`src/rtl/manchester_rx_axis_packer.sv`:
```
// Packs decoded Manchester bytes into AXI4-Stream packets: a staging register holds the newest
// byte until its tlast is known (next byte, idle gap or length limit), then a FWFT FIFO buffers it.
module manchester_rx_axis_packer #(
  parameter int FIFO_DEPTH = 16,
  parameter int GAP_CYCLES = 32,
  parameter int MAX_LEN    = 256
) (
  input  logic                          aclk,
  input  logic                          areset,
  input  logic [7:0]                    in_data,
  input  logic                          in_valid,
  output logic [7:0]                    m_axis_tdata,
  output logic                          m_axis_tvalid,
  input  logic                          m_axis_tready,
  output logic                          m_axis_tlast,
  output logic                          overflow,
  output logic [15:0]                   drop_count,
  output logic [$clog2(FIFO_DEPTH):0]   fifo_level
);

  localparam int AW   = $clog2(FIFO_DEPTH);
  localparam int LW   = AW + 1;
  localparam int GW   = $clog2(GAP_CYCLES);
  localparam int LENW = $clog2(MAX_LEN + 1);
  localparam logic [GW-1:0]   GAP_LAST = GW'(GAP_CYCLES - 1);
  localparam logic [LENW-1:0] LEN_LAST = LENW'(MAX_LEN - 1);
  localparam logic [LW-1:0]   FULL_LVL = LW'(FIFO_DEPTH);

  typedef enum logic {ST_EMPTY, ST_HELD} stage_t;

  stage_t          state, state_nxt;
  logic [7:0]      stage_data;
  logic [GW-1:0]   gap_cnt;
  logic [LENW-1:0] len_cnt;
  logic            gap_done;
  logic            push, push_last;

  logic [8:0]      mem [FIFO_DEPTH];
  logic [AW-1:0]   wr_ptr, rd_ptr;
  logic [LW-1:0]   level;
  logic            pop, accept, full;
  logic [8:0]      head;

  assign gap_done = (gap_cnt == GAP_LAST);

  always_ff @(posedge aclk) begin
    if (areset) state <= ST_EMPTY;
    else        state <= state_nxt;
  end

  // in_valid always wins over gap expiry
  always_comb begin
    state_nxt = state;
    if (in_valid)                          state_nxt = ST_HELD;
    else if (state == ST_HELD && gap_done) state_nxt = ST_EMPTY;
  end

  always_comb begin
    push      = 1'b0;
    push_last = 1'b0;
    if (state == ST_HELD) begin
      if (in_valid) begin
        push      = 1'b1;
        push_last = (len_cnt == LEN_LAST);
      end else if (gap_done) begin
        push      = 1'b1;
        push_last = 1'b1;
      end
    end
  end

  // len_cnt advances on every push, dropped or not, so framing stays aligned
  always_ff @(posedge aclk) begin
    if (areset) begin
      stage_data <= '0;
      gap_cnt    <= '0;
      len_cnt    <= '0;
    end else begin
      if (in_valid) begin
        stage_data <= in_data;
        gap_cnt    <= '0;
      end else if (state == ST_HELD) begin
        gap_cnt    <= gap_cnt + 1'b1;
      end
      if (push) len_cnt <= push_last ? '0 : len_cnt + 1'b1;
    end
  end

  assign full   = (level == FULL_LVL);
  assign pop    = m_axis_tvalid & m_axis_tready;
  assign accept = push & (~full | pop);

  always_ff @(posedge aclk) begin
    if (accept) mem[wr_ptr] <= {push_last, stage_data};
  end

  always_ff @(posedge aclk) begin
    if (areset) begin
      wr_ptr     <= '0;
      rd_ptr     <= '0;
      level      <= '0;
      overflow   <= 1'b0;
      drop_count <= '0;
    end else begin
      if (accept) wr_ptr <= wr_ptr + 1'b1;
      if (pop)    rd_ptr <= rd_ptr + 1'b1;
      case ({accept, pop})
        2'b10:   level <= level + 1'b1;
        2'b01:   level <= level - 1'b1;
        default: level <= level;
      endcase
      if (push && !accept) begin
        overflow <= 1'b1;
        if (drop_count != '1) drop_count <= drop_count + 1'b1;
      end
    end
  end

  // head is gated so stale/unwritten memory never shows on the bus
  assign head          = mem[rd_ptr];
  assign m_axis_tvalid = (level != '0);
  assign m_axis_tdata  = m_axis_tvalid ? head[7:0] : '0;
  assign m_axis_tlast  = m_axis_tvalid ? head[8]   : 1'b0;
  assign fifo_level    = level;

endmodule

```
`config.mk`:
```
export PLATFORM = sky130hd
export DESIGN_NAME = manchester_rx_axis_packer
export DESIGN_NICKNAME = d
export VERILOG_FILES = /design/src/rtl/manchester_rx_axis_packer.sv
export SDC_FILE = /design/constraint.sdc
export NUM_CORES = 1
export LEC_CHECK = 0
export ABC_AREA = 1
export BUFFER_PORTS_ARGS = -buffer_cell sky130_fd_sc_hd__buf_2
export CAP_MARGIN = 30
export CORE_AREA = 5 5 130 120
export CTS_BUF_LIST = sky130_fd_sc_hd__clkbuf_4
export DETAILED_ROUTE_END_ITERATION = 16
export DIE_AREA = 0 0 135 125
export GPL_TIMING_DRIVEN = 0
export PLACE_DENSITY_LB_ADDON = 0.1
export SLEW_MARGIN = 20
export SYNTH_ARGS = -nofsm -noshare
export SYNTH_HDL_FRONTEND = slang
export SYNTH_SLANG_ARGS = --single-unit
```
`constraint.sdc`:
```
create_clock -name aclk -period 3.1 [get_ports aclk]
set_clock_uncertainty 0.2 [all_clocks]
set_input_delay 0.155 -clock aclk [delete_from_list [all_inputs] [get_ports aclk]]
set_output_delay 0.155 -clock aclk [all_outputs]
set_load 0.005 [all_outputs]
```
; Yosys cells after proc, flatten, opt, wreduce, memory -nomap -nowiden
; Memory sizes are Yosys's and may differ from the RTL's. A register that Yosys moved wholly into a read port is not among the register bits.
; Cells that the tools add are included.
[totals]
regBits = 53
latch_bits = 0
ramBits = 144
romBits = 0
inputBits = 12
out_inout_bits = 32
wordCells = 50
n_memories = 1
[mem_list]
columns = name, words, word_bits, read_ports, rd_clocked_by_memory_dff, wr, line_no
row1 = mem, 16, 9, 1, 1, 1, 38  ; logic [8:0] mem [FIFO_DEPTH];
[classes]
n_addsub = 7
multipliers = 0
n_div = 0
magnitude_cmp = 0
n_eq_ne = 6
n_shift = 0
mux = 15
bitwise_logic = 4
reduce_logical = 8
[op_table]
columns = op, count
row1 = "16-bit by 1-bit adder with 16-bit output, second input constant", 1
row2 = "16-bit inequality test, second input constant", 1
row3 = "5-bit by 1-bit adder with 5-bit output, second input constant", 2
row4 = "5-bit equality test, second input constant", 2
row5 = 1-bit 2-to-1 mux, 10
row6 = 5-bit one-hot mux with 2 select lines, 1
row7 = "9-bit by 1-bit adder with 9-bit output, second input constant", 1
row8 = "9-bit by 8-bit equality test with 1-bit output, second input constant", 1
row9 = 9-bit 2-to-1 mux, 1
row10 = "4-bit by 1-bit adder with 4-bit output, second input constant", 2
row11 = 4-bit 2-to-1 mux, 2
row12 = 8-bit 2-to-1 mux, 1
row13 = 5-bit nonzero test, 1
row14 = "5-bit by 1-bit subtractor with 5-bit output, second input constant", 1
row15 = 2-bit nonzero test, 2
row16 = 1-bit bitwise AND, 2
row17 = "2-bit by 1-bit equality test with 1-bit output, second input constant", 1
row18 = "2-bit equality test, second input constant", 1
row19 = 1-bit logical AND, 2
row20 = 2-bit AND reduction, 1
row21 = 2-bit OR reduction, 1
row22 = 1-bit zero test, 1
row23 = 1-bit NOT, 1
row24 = 1-bit bitwise OR, 1

; Logic depth before layout (Yosys ltp)
; Gate-level depths: netlist of the first run.
[depth]
depth_word = 8
depth_mapped = 15
depth_no_buf = 15

; Worst setup path after synthesis of the first run
; No wires, ideal clock.
[synth_timing]
path_type = register -> register
startpoint = register gap_cnt[0]
endpoint = memory mem[12][0] (enable)
setup_time_ns = 0.387
t_arrival_ns = 2.127
t_required_ns = 2.513
setup_slack_ns = 0.387
stages_incl_launch_ff = 10
path_buffers = 1
synth_period_minus_slack_ns = 2.713
path_cell_list = dfxtp_1 > ha_1 > inv_1 > nor3_1 > ha_1 > o21ai_4 > inv_2 > nand2_2 > buf_2 > nor3_1
[synth_between]
elab_chain_len = 7
[synth_rtl]
columns = item, line_no
row1 = from (decl), 33  ; logic [GW-1:0] gap_cnt;
row2 = from (signal assigned), 83  ; gap_cnt <= gap_cnt + 1'b1;
row3 = 5-bit equality test, 44  ; assign gap_done = (gap_cnt == GAP_LAST);
row4 = 1-bit 2-to-1 mux, 65  ; end else if (gap_done) begin
row5 = 1-bit 2-to-1 mux, 62  ; if (in_valid) begin
row6 = 1-bit 2-to-1 mux, 61  ; if (state == ST_HELD) begin
row7 = 1-bit bitwise AND, 91  ; assign accept = push & (~full | pop);
row8 = 1-bit 2-to-1 mux, 94  ; if (accept) mem[wr_ptr] <= {push_last, stage_data};
row9 = 1-bit 2-to-1 mux (implied by the code), 94
row10 = to (decl), 38
; Every way passes these cells.

; Worst setup path in the final report of the first run
[layout_timing]
startpoint = register gap_cnt[1]
endpoint = memory mem[12][0] (enable)
; Same word-level chain as after synthesis.

==> summary.txt, run 1 <==
Status
  – Status: finished clean

STA
  – Max Clock Freq: 0.325 GHz
  – Hold_ws: 0.281 ns
  – Slew Limit Fails: 0
  – Final Cycle Share: 0.993
  – Fin. Hold Viols: 0
  – Final setup fails: 0
  – Unrepaired setup endpoints after global routing: true
  – Minimum clock period: 3.08 ns
  – Rel. slew slack: 0.367
  – Worst-Margin Slew: 0.947 ns

Synth
  – Post-synthesis mux area share: 0
  – Register area share after synthesis: 0.633
  – Post-synthesis adder-cell area fraction: 0.0212
  – Post-synthesis area per instance: 9.82 um2
  – Simple-gate share of the synthesized area: 0.253
  – Post-synth EDFFs: 144
  – Count of different cell masters after synthesis: 40
  – Top_reg_cell synth: edfxtp_1
  – Synth Warn #: 0
  – Ys async rst share: 0
  – Synthesis-stage register bit count: 201
  – Largest family of logic cells by synthesized area: simple AND/OR/NAND/NOR gates
  – Mapped Area: 8630 um2
  – Mapped Nets: 905
  – Post-Synth XOR/XNOR Area: 0.0112
  – Post-synthesis compound-gate area fraction: 0.0423
  – Mapped Cells: 879

Cells and area
  – Design area: 10100 um2
  – Area grow syn2layout: 17.6%
  – Commonest non-fill, non-tap cells in the layout: 259 x nand2_1, 144 x edfxtp_1, 132 x nand3_1
  – Final core utilization: 0.713
  – Layout cells sized above 1: 0.171
  – Commonest non-fill, non-tap cell in the layout: nand2_1
  – Finished Layout Cells: 1240
  – Nets: 1034
  – Antenna diodes: 0

Routing
  – Via count: 6907
  – Drt pass-1 iters: 5
  – Detail-routed via count per cell: 5.57
  – Residual DRC count: 0
  – Wire per inst: 17.5 um
  – Antenna viol nets, final: 0
  – Final wirelength: 21600 um
  – Starting DRC count in detailed routing: 480

Floorplanning
  – Starting Density: 0.606
  – Chip Height: 125 um
  – Die ar.: 16900 um2
  – Number of top-level pins: 44
  – Die X: 135 um
  – Area of the core: 14200 um2
  – Row cnt: 42

Job
  – Maxcap violations: 0

Power
  – Combinational share of power: 0.243
  – Internal: 4.80 mW
  – Clock power frac: 0.325
  – Flop pwr share: 0.432
  – Sw Share: 0.323
  – Total power: 7.09 mW
  – Peak VDD IR: 0.000389 V
  – Pleak: 3.99 nW
  – Sw power: 2.29 mW
  – Power per Cell Area: 699 nW/um2

Placed design
  – Post-DP HPWL: 14200 um
  – Placed Cells: 1124
  – Number of port buffers: 43
  – Placed Instance Area: 9190 um2
  – Gpl congestion: 0.944

Clocking
  – # clock sinks: 201
  – TritonCTS buffer count: 52
  – H-tree depth: 2
  – Clock slew at reported path FFs: 0.06 ns
  – CTS max path bufs: 3
  – Worst-Skew Late Latency: 0.65 ns
  – CTS tree: done
  – Clk root buf: clkbuf_4
  – Setup Buffers After CTS: 0

Setup path
  – Critical Path Sink Type: register
  – CP Cell Sequence: ha_1 > inv_1 > nor3_1 > ha_1 > o21ai_4 > inv_2 > nand2_2 > buf_2 > nor3_2
  – Critical path origin: gap_cnt[1]$_SDFFE_PP0P_
  – Critical-path top delay cell: nor3_2
  – Worst-path fanout max: 10
  – Req. time, crit path: 3.19 ns
  – Critical path arrival: 3.16 ns
  – Startpoint Class: register
  – CP peak stage delay: 0.70 ns
  – Most frequent cell on the critical path: ha_1
  – RR Startpoint: gap_cnt[1]$_SDFFE_PP0P_
  – Setup CP Type: reg -> reg

Global route
  – Pin count of the biggest net entering global routing: 18
  – Vias in the first global route: 6875
  – GRT Total Usage: 0.259
  – Initial antenna violation count: 0
  – Gr ovfl total: 0
  – Global-route wire length before repair: 34500 um

Worst hold path
  – Hold path startpoint: overflow$_SDFFE_PP0P_
  – Hold Path Class: reg -> reg
-- final timing paths --
| check | to | depth (start not counted) | slack (ns) |
|---|---|---|---|
| worst max-delay path | mem[12][0]$_DFFE_PP_ | 9 | 0.02 |
| worst min-delay path | overflow$_SDFFE_PP0P_ | 2 | 0.28 |
| worst max register to register | mem[12][0]$_DFFE_PP_ | 9 | 0.02 |
| worst min register to register | overflow$_SDFFE_PP0P_ | 2 | 0.28 |
-- through the flow --
step,setup WS [ns],TNS [ns]
floorplan,0.387,0
global placement,-0.349,-17.62
detailed placement,-0.0237,-0.209
CTS,0.00301,0
global route,-0.0757,-1.79
finish,0.0217,0
-- registers in the layout, summed over array words and instances, names as in the netlist, named ones only --
register	flops
overflow	1
fifo_level	5
gap_cnt	5
state	1
len_cnt	9
rd_ptr	4
wr_ptr	4
drop_count	16
mem	144
stage_data	8
-- cells by family (layout without fill, tap and decap cells) --
logic type / after synthesis / count (layout)
buf+inv: 83 / 246
xor+xnor: 11 / 11
compound gates: 68 / 68
flops: 201 / 201
fa+ha+maj: 14 / 14
simple gates: 502 / 502
-- layout make-up --
cell class	instances	area (um2)
flip-flops and latches	201	5470
fillers	1078	4090
multi-input cells	595	2910
clock buffers	83	623
repair buffers	75	520
well taps	198	248
inverters	50	188
plain buffers	33	153
clock inverters	5	46.3
-- power by group through the flow --
stage	clock, mW	sequential (mW)	combinational (mW)
after floorplan	0	3.08	1.08
after global placement	0	3.11	1.59
after detailed placement	0	3.12	1.65
after CTS	2.33	3.06	1.69
after global routing	2.48	3.07	1.92
final	2.30	3.06	1.73
-- routing by layer --
metal	GRT usage	wire (um)	part of all wire	vias up
met2	0.440	10700	0.50	280
met3	0.0454	1450	0.067	50
met1	0.334	8860	0.41	3287
met5	0	0	0	-
li1	-	-	-	3290
met4	0.0990	597	0.028	0
-- Yosys cell counts (2+ instances only) --
library cell    n  share of area
a21oi_1        40          0.023
clkinv_1        4         0.0017
inv_2           4         0.0017
nand3_1       132          0.077
buf_2          14         0.0081
nor4_1          2         0.0014
inv_1          42          0.018
nor2_2          2         0.0014
nor3_1         24          0.014
nand4_1         5         0.0036
a211oi_1        2         0.0017
nor2_1         68          0.030
xor2_1          7         0.0071
clkbuf_1       14         0.0061
edfxtp_1      144           0.50
nand2_1       259           0.11
xnor2_1         4         0.0041
ha_1           13          0.019
buf_1           3         0.0013
o21ai_0        20          0.012
dfxtp_1        57           0.13
-- critical path, delay by kind of cell, from the launching register on --
family | cells | cell delay (ns)
compound gates | 1 | 0.15
buf+inv | 3 | 0.53
flops | 1 | 0.36
fa+ha+maj | 2 | 0.45
simple gates | 3 | 1.03
-- repair_timing --
item	4_1_cts	5_1_grt
hold buffers	27	0
endpoints found under the setup margin	9	45
hold endpoints to repair	47	0
gates resized for setup	1	1
No activity file was read; power rests on OpenSTA's default activity.
==> run 2, diff against run 1 <==
Settings changed: CORE_AREA 5 5 130 120 to 5 5 202 185, DIE_AREA 0 0 135 125 to 0 0 207 190.
==> run 2 against run 1 <==
Net effect:
- total power is 4.5% higher
- setup slack improved by 0.14 ns
- first-iteration DRC count fell by 52%
- die area grew 130%
- wire length increased by 21%
- clock power increased by 10%
- combinational power increased by 5%
- maximum frequency is 4.9% higher
- critical path depth up 2
- sequential power is essentially flat
- final cell count up 26%
- cell area increased by 6.9%
- critical path type unchanged
- largest power group unchanged
==> summary.txt, run 2 (synthesis gave the netlist of run 1 again) <==
Placed design
  – Number of port buffers: 43 (unchanged)
  – Placed Instance Area: 9650 um2 (+5.0%)
  – Post-Place Setup Slack: 0.0861 ns (+0.110 ns)
  – Post-DP HPWL: 17600 um (+24%)
  – Gpl congestion: 0.756 (-20%)
  – Placed Cells: 1414 (+26%)

Global route
  – GRT Total Usage: 0.133 (-0.126)
  – Vias in the first global route: 6801 (-1.1%)
  – Gr ovfl total: 0 (unchanged)
  – Initial antenna violation count: 1 (+1)
  – Pin count of the biggest net entering global routing: 18 (unchanged)
  – Global-route wire length before repair: 40500 um (+17%)

STA
  – Final Cycle Share: 0.947 (-0.0460)
  – Setup ws final: 0.164 ns (+0.143 ns)
  – Final setup fails: 0 (unchanged)
  – Max Clock Freq: 0.341 GHz (+4.9%)
  – Unrepaired setup endpoints after global routing: true
  – Slew Limit Fails: 0 (unchanged)
  – Worst-Margin Slew: 0.958 ns (+0.0117 ns)
  – Hold_ws: 0.256 ns (-0.0249 ns)
  – Rel. slew slack: 0.360 (-0.00637)
  – Minimum clock period: 2.94 ns (-0.143 ns)
  – Fin. Hold Viols: 0 (unchanged)

Cells and area
  – Area grow syn2layout: 25.7%
  – Most flop-heavy register: mem
  – Commonest non-fill, non-tap cells in the layout: 259 x nand2_1, 144 x edfxtp_1, 132 x nand3_1
  – Design area: 10900 um2 (+6.9%)
  – Layout cells sized above 1: 0.197 (+0.0264)
  – Max reg flops: 144 (unchanged)
  – Final core utilization: 0.307 (-0.406)
  – Finished Layout Cells: 1562 (+26%)
  – Nets: 1063 (+2.8%)
  – Commonest non-fill, non-tap cell in the layout: nand2_1
  – Top flop regs: mem (144), drop_count (16), len_cnt (9)

Setup path
  – Critical-path top delay cell: nor3_2
  – Worst-case reg-to-reg path depth: 11 (+2)
  – Setup CP Type: reg -> reg
  – Most frequent cell on the critical path: ha_1
  – Critical Path Sink Type: register
  – Worst-path fanout max: 10 (unchanged)
  – CP Cell Sequence: ha_1 > inv_1 > nor3_1 > ha_1 > o21ai_4 > buf_4 > inv_2 > nand2_2 > buf_2 > nor3_2 > buf_6
  – Flop-to-flop setup slack: 0.16 ns (+0.14 ns)
  – Startpoint Class: register
  – CP peak stage delay: 0.38 ns (-0.32 ns)
  – Top cell family by delay on the critical path: buffers and inverters
  – Reg2reg end: mem[6][1]$_DFFE_PP_
  – Critical path arrival: 3.16 ns (about the same)
  – RR Startpoint: gap_cnt[1]$_SDFFE_PP0P_
  – Req. time, crit path: 3.32 ns (+0.13 ns)
  – Worst Path Buf+Inv: 5 (+2)

Routing
  – Antenna viol nets, final: 0 (unchanged)
  – Starting DRC count in detailed routing: 231 (-52%)
  – Final wirelength: 26100 um (+21%)
  – Wire per inst: 16.7 um (-4.3%)
  – Via count: 6711 (-2.8%)
  – Residual DRC count: 0 (unchanged)
  – Detail-routed via count per cell: 4.30 (-23%)
  – Drt pass-1 iters: 4 (-1)

Worst hold path
  – Hold Path Stages: 5 (+3)
  – Hold path startpoint: m_axis_tready
  – Hold Path Class: in -> reg

Clocking
  – H-tree depth: 2 (unchanged)
  – CTS tree: done
  – CTS max path bufs: 3 (unchanged)
  – Clock slew at reported path FFs: 0.06 ns (about the same)
  – Clk root buf: clkbuf_4
  – TritonCTS buffer count: 57 (+9.6%)
  – Worst-Skew Late Latency: 0.71 ns (+0.06 ns)
  – # clock sinks: 201 (unchanged)

Floorplanning
  – Die ar.: 39300 um2 (+130%)
  – Row cnt: 66 (+57%)
  – Starting Density: 0.244 (-0.362)
  – Die X: 207 um (+53%)
  – Chip Height: 190 um (+52%)
  – Number of top-level pins: 44 (unchanged)
  – Area of the core: 35300 um2 (+150%)

Job
  – Maxcap violations: 0 (unchanged)

Power
  – Peak VDD IR: 0.000222 V (-43%)
  – Pleak: 4.19 nW (+5.1%)
  – Power per Cell Area: 683 nW/um2 (-2.3%)

Status
  – Status: finished clean
==> run 2: cell types whose count changed in the layout (fill, tap and decap cells not counted), sizes merged <==
cell	previous run	this run
buf	67	76
bufinv	1	0
clkbuf	97	111
clkinv	8	19
diode	0	1
dlygate4sd3	27	36
inv	46	47
==> run 2: stage by stage <==
step                power, mW  setup TNS [ns]
detailed placement       4.90               0
global route             7.95          -0.579
CTS                      7.55               0
global placement         4.90          -68.79
floorplan                4.16               0
finish                   7.41               0
==> run 2: final cells by class <==
| cell class | instances | area, um2 |
|---|---|---|
| sequential | 201 | 5470 |
| multi-input combinational | 595 | 2910 |
| buffer | 33 | 193 |
| clock inverter | 16 | 71.3 |
| tap | 476 | 596 |
| antenna | 1 | 2.50 |
| inverter | 50 | 191 |
| timing repair buffer | 99 | 741 |
| fill | 3817 | 24500 |
| clock buffer | 91 | 683 |
==> run 2: power by group <==
| group | total (mW) | leakage, nW | internal, mW | switching, mW |
|---|---|---|---|---|
| combinational | 1.82 | 1.96 | 0.615 | 1.20 |
| sequential | 3.06 | 1.78 | 2.96 | 0.106 |
| clock | 2.53 | 0.452 | 1.33 | 1.20 |
==> run 2: worst max path at each step <==
stage / startpoint / to / slack (ns) / depth (start not counted)
2_1_floorplan: gap_cnt[0]$_SDFFE_PP0P_ / mem[12][0]$_DFFE_PP_ / 0.39 / 9
3_3_place_gp: gap_cnt[0]$_SDFFE_PP0P_ / mem[8][8]$_DFFE_PP_ / -0.67 / 9
3_5_place_dp: gap_cnt[0]$_SDFFE_PP0P_ / fifo_level[4]$_SDFFE_PP0P_ / 0.09 / 12
4_1_cts: register / m_axis_tlast / 0.001 / 8
5_1_grt: gap_cnt[1]$_SDFFE_PP0P_ / mem[13][4]$_DFFE_PP_ / -0.05 / 11
6_report: gap_cnt[1]$_SDFFE_PP0P_ / mem[6][1]$_DFFE_PP_ / 0.16 / 11
==> run 2: metal layers <==
| metal | share of wire | track usage | vias up | wire length, um |
|---|---|---|---|---|
| li1 | - | - | 3366 | - |
| met1 | 0.49 | 0.183 | 3163 | 12700 |
| met2 | 0.44 | 0.207 | 129 | 11500 |
| met3 | 0.042 | 0.0290 | 53 | 1080 |
| met4 | 0.029 | 0.0475 | 0 | 744 |
| met5 | 0 | 0 | - | 0 |
==> run 2: worst min-delay path: stages <==
cell           delay, ns
dlygate4sd3_1       0.52
buf_2               0.12
nand2_1             0.08
inv_1               0.16
a21oi_1             0.09
==> run 2: what timing repair did <==
item / CTS / global route
hold endpoints to repair: 55 / 0
buffers inserted: 0 / 3
endpoints found under the setup margin: 9 / 27
pin swaps: 0 / 1
hold buffers: 36 / 0
resized for setup: 13 / 13
gates cloned: 0 / 0
==> run 3, diff against run 2 <==
Settings changed: REMOVE_ABC_BUFFERS from default to 1.
==> run 3 against run 2 <==
Net effect:
- cell area is 2.4% lower
- maximum frequency is 1.1% higher
- non-clock buffer count is 44 lower
- sequential power is 2% higher
- combinational power is 7% lower
- setup slack better by 0.032 ns
- critical path type unchanged
==> summary.txt, run 3 (synthesis gave the netlist of run 1 again) <==
Routing
  – Antenna viol nets, final: 0 (unchanged)
  – Wire per inst: 16.3 um (-2.6%)
  – Final wirelength: 24600 um (-5.9%)
  – Residual DRC count: 0 (unchanged)
  – Drt pass-1 iters: 5 (+1)
  – Via count: 6507 (-3.0%)
  – Starting DRC count in detailed routing: 271 (+17%)
  – Detail-routed via count per cell: 4.31 (+0.30%)

Clocking
  – Worst-Skew Late Latency: 0.67 ns (-0.04 ns)
  – # clock sinks: 201 (unchanged)
  – CTS tree: done
  – H-tree depth: 2 (unchanged)
  – Clock slew at reported path FFs: 0.06 ns (about the same)
  – TritonCTS buffer count: 55 (-3.5%)
  – Clk root buf: clkbuf_4
  – CTS max path bufs: 3 (unchanged)

Setup path
  – Reg2reg end: mem[14][8]$_DFFE_PP_
  – Worst-path fanout max: 18 (+8)
  – Setup CP Type: reg -> reg
  – Startpoint Class: register
  – RR Startpoint: gap_cnt[0]$_SDFFE_PP0P_
  – Req. time, crit path: 3.20 ns (-0.12 ns)
  – Critical path arrival: 3.00 ns (-0.16 ns)
  – Critical Path Sink Type: register
  – Flop-to-flop setup slack: 0.20 ns (+0.03 ns)
  – Worst-case reg-to-reg path depth: 8 (-3)

Power
  – Total power: 7.20 mW (-2.8%)
  – Pleak: 4.03 nW (-3.8%)
  – Peak VDD IR: 0.000253 V (+14%)
  – Power per Cell Area: 680 nW/um2 (-0.43%)

Global route
  – Global-route wire length before repair: 37600 um (-7.1%)
  – Gr ovfl total: 0 (unchanged)
  – Initial antenna violation count: 1 (unchanged)
  – Pin count of the biggest net entering global routing: 73 (+55)
  – GRT Total Usage: 0.122 (-0.0109)
  – Vias in the first global route: 6458 (-5.0%)

Floorplanning
  – Starting Density: 0.244 (unchanged)
  – Number of top-level pins: 44 (unchanged)
  – Chip Height: 190 um (unchanged)
  – Area of the core: 35300 um2 (unchanged)
  – Die ar.: 39300 um2 (unchanged)
  – Die X: 207 um (unchanged)
  – Row cnt: 66 (unchanged)

Placed design
  – Placed Instance Area: 9530 um2 (-1.2%)
  – Post-Place Setup Slack: 0.0549 ns (-0.0312 ns)
  – Gpl congestion: 0.741 (-1.9%)
  – Number of port buffers: 43 (unchanged)
  – Post-DP HPWL: 15000 um (-14%)

Cells and area
  – Area grow syn2layout: 22.7%
  – Design area: 10600 um2 (-2.4%)
  – Most flop-heavy register: mem
  – Final core utilization: 0.300 (-0.00729)
  – Layout cells sized above 1: 0.177 (-0.0201)
  – # fillers: 3799 (-0.47%)
  – Commonest non-fill, non-tap cell in the layout: nand2_1
  – Top flop regs: mem (144), drop_count (16), len_cnt (9)
  – Area taken by multi-input logic gates: 2920 um2 (+0.30%)
  – Register Area: 5470 um2 (+0.16%)
  – Max reg flops: 144 (unchanged)
  – Nets: 1018 (-4.2%)
  – Commonest non-fill, non-tap cells in the layout: 259 x nand2_1, 144 x edfxtp_1, 132 x nand3_1

Worst hold path
  – Hold path startpoint: in_valid
  – End of the worst hold path: state$_SDFFE_PP0P_
  – Hold Path Stages: 4 (-1)
  – Hold Path Class: in -> reg

STA
  – Final setup fails: 0 (unchanged)
  – Worst-Margin Slew: 0.884 ns (-0.0740 ns)
  – Minimum clock period: 2.90 ns (-0.0319 ns)
  – Final Cycle Share: 0.937 (-0.0103)
  – Setup ws final: 0.196 ns (+0.0319 ns)
  – Hold_ws: 0.256 ns (+0.000481 ns)
  – Unrepaired setup endpoints after global routing: true
  – Rel. slew slack: 0.410 (+0.0494)
  – Slew Limit Fails: 0 (unchanged)
  – Fin. Hold Viols: 0 (unchanged)
  – Max Clock Freq: 0.344 GHz (+1.1%)

Status
  – Status: finished clean

Job
  – Maxcap violations: 0 (unchanged)
run 3: changes by cell type in the layout (fill, tap and decap cells not counted), sizes merged:
cell / before / now
inv: 47 / 46
buf: 76 / 60
clkbuf: 111 / 86
clkinv: 19 / 16
clkinvlp: 0 / 1
dlygate4sd3: 36 / 28
run 3: repair_timing:
item / CTS / global route
setup buffers: 0 / 4
hold endpoints to repair: 48 / 0
resized for setup: 7 / 6
setup endpoints to repair: 9 / 33
pin swaps: 0 / 1
gates cloned: 0 / 1
hold buffers: 28 / 0
run 3: worst max-delay path by stage:
stage	startpoint	endpoint	slack, ns
floorplan	register	m_axis_tdata[0]	0.05
global placement	register	m_axis_tdata[2]	-2.67
detailed placement	gap_cnt[0]$_SDFFE_PP0P_	mem[5][1]$_DFFE_PP_	0.05
CTS	register	m_axis_tdata[4]	0.009
global route	gap_cnt[0]$_SDFFE_PP0P_	mem[12][2]$_DFFE_PP_	-0.008
finish	gap_cnt[0]$_SDFFE_PP0P_	mem[14][8]$_DFFE_PP_	0.20
run 3: stage by stage:
step / instances / setup TNS [ns]
after floorplan: 846 / 0
after global placement: 1365 / -69.13
after detailed placement: 1379 / 0
after CTS: 1504 / 0
after global routing: 1510 / -0.0349
final: 1510 / 0
run 3: layout make-up:
type	instances	share of cell area
antenna	1	0.000236
clock buffer	86	0.0609
clock inverter	12	0.00461
inverter	50	0.0215
multi-input combinational	595	0.275
sequential	201	0.517
tap	476	0.0562
timing repair buffer	88	0.0633
timing repair inverter	1	0.00106
run 3: critical path, cell delays in order (launching register included):
cell and delay, ns:
dfxtp_1 0.36, ha_1 0.18, inv_1 0.05, nor3_1 0.16
ha_1 0.25, o21ai_4 0.11, inv_2 0.18, nand2_2 0.35
nor3_2 0.71
run 3: power breakdown:
group          total (mW)  internal [mW]  switching [mW]
clock network        2.38           1.25            1.13
registers            3.13           2.97           0.161
logic                1.70          0.568            1.13
run 3: routing by layer:
metal  vias up  GRT usage  wire, um
met2       135      0.182     10600
met3        44     0.0298      1130
li1       3261          -         -
met1      3067      0.175     12400
met5         -          0         0
met4         0     0.0386       505
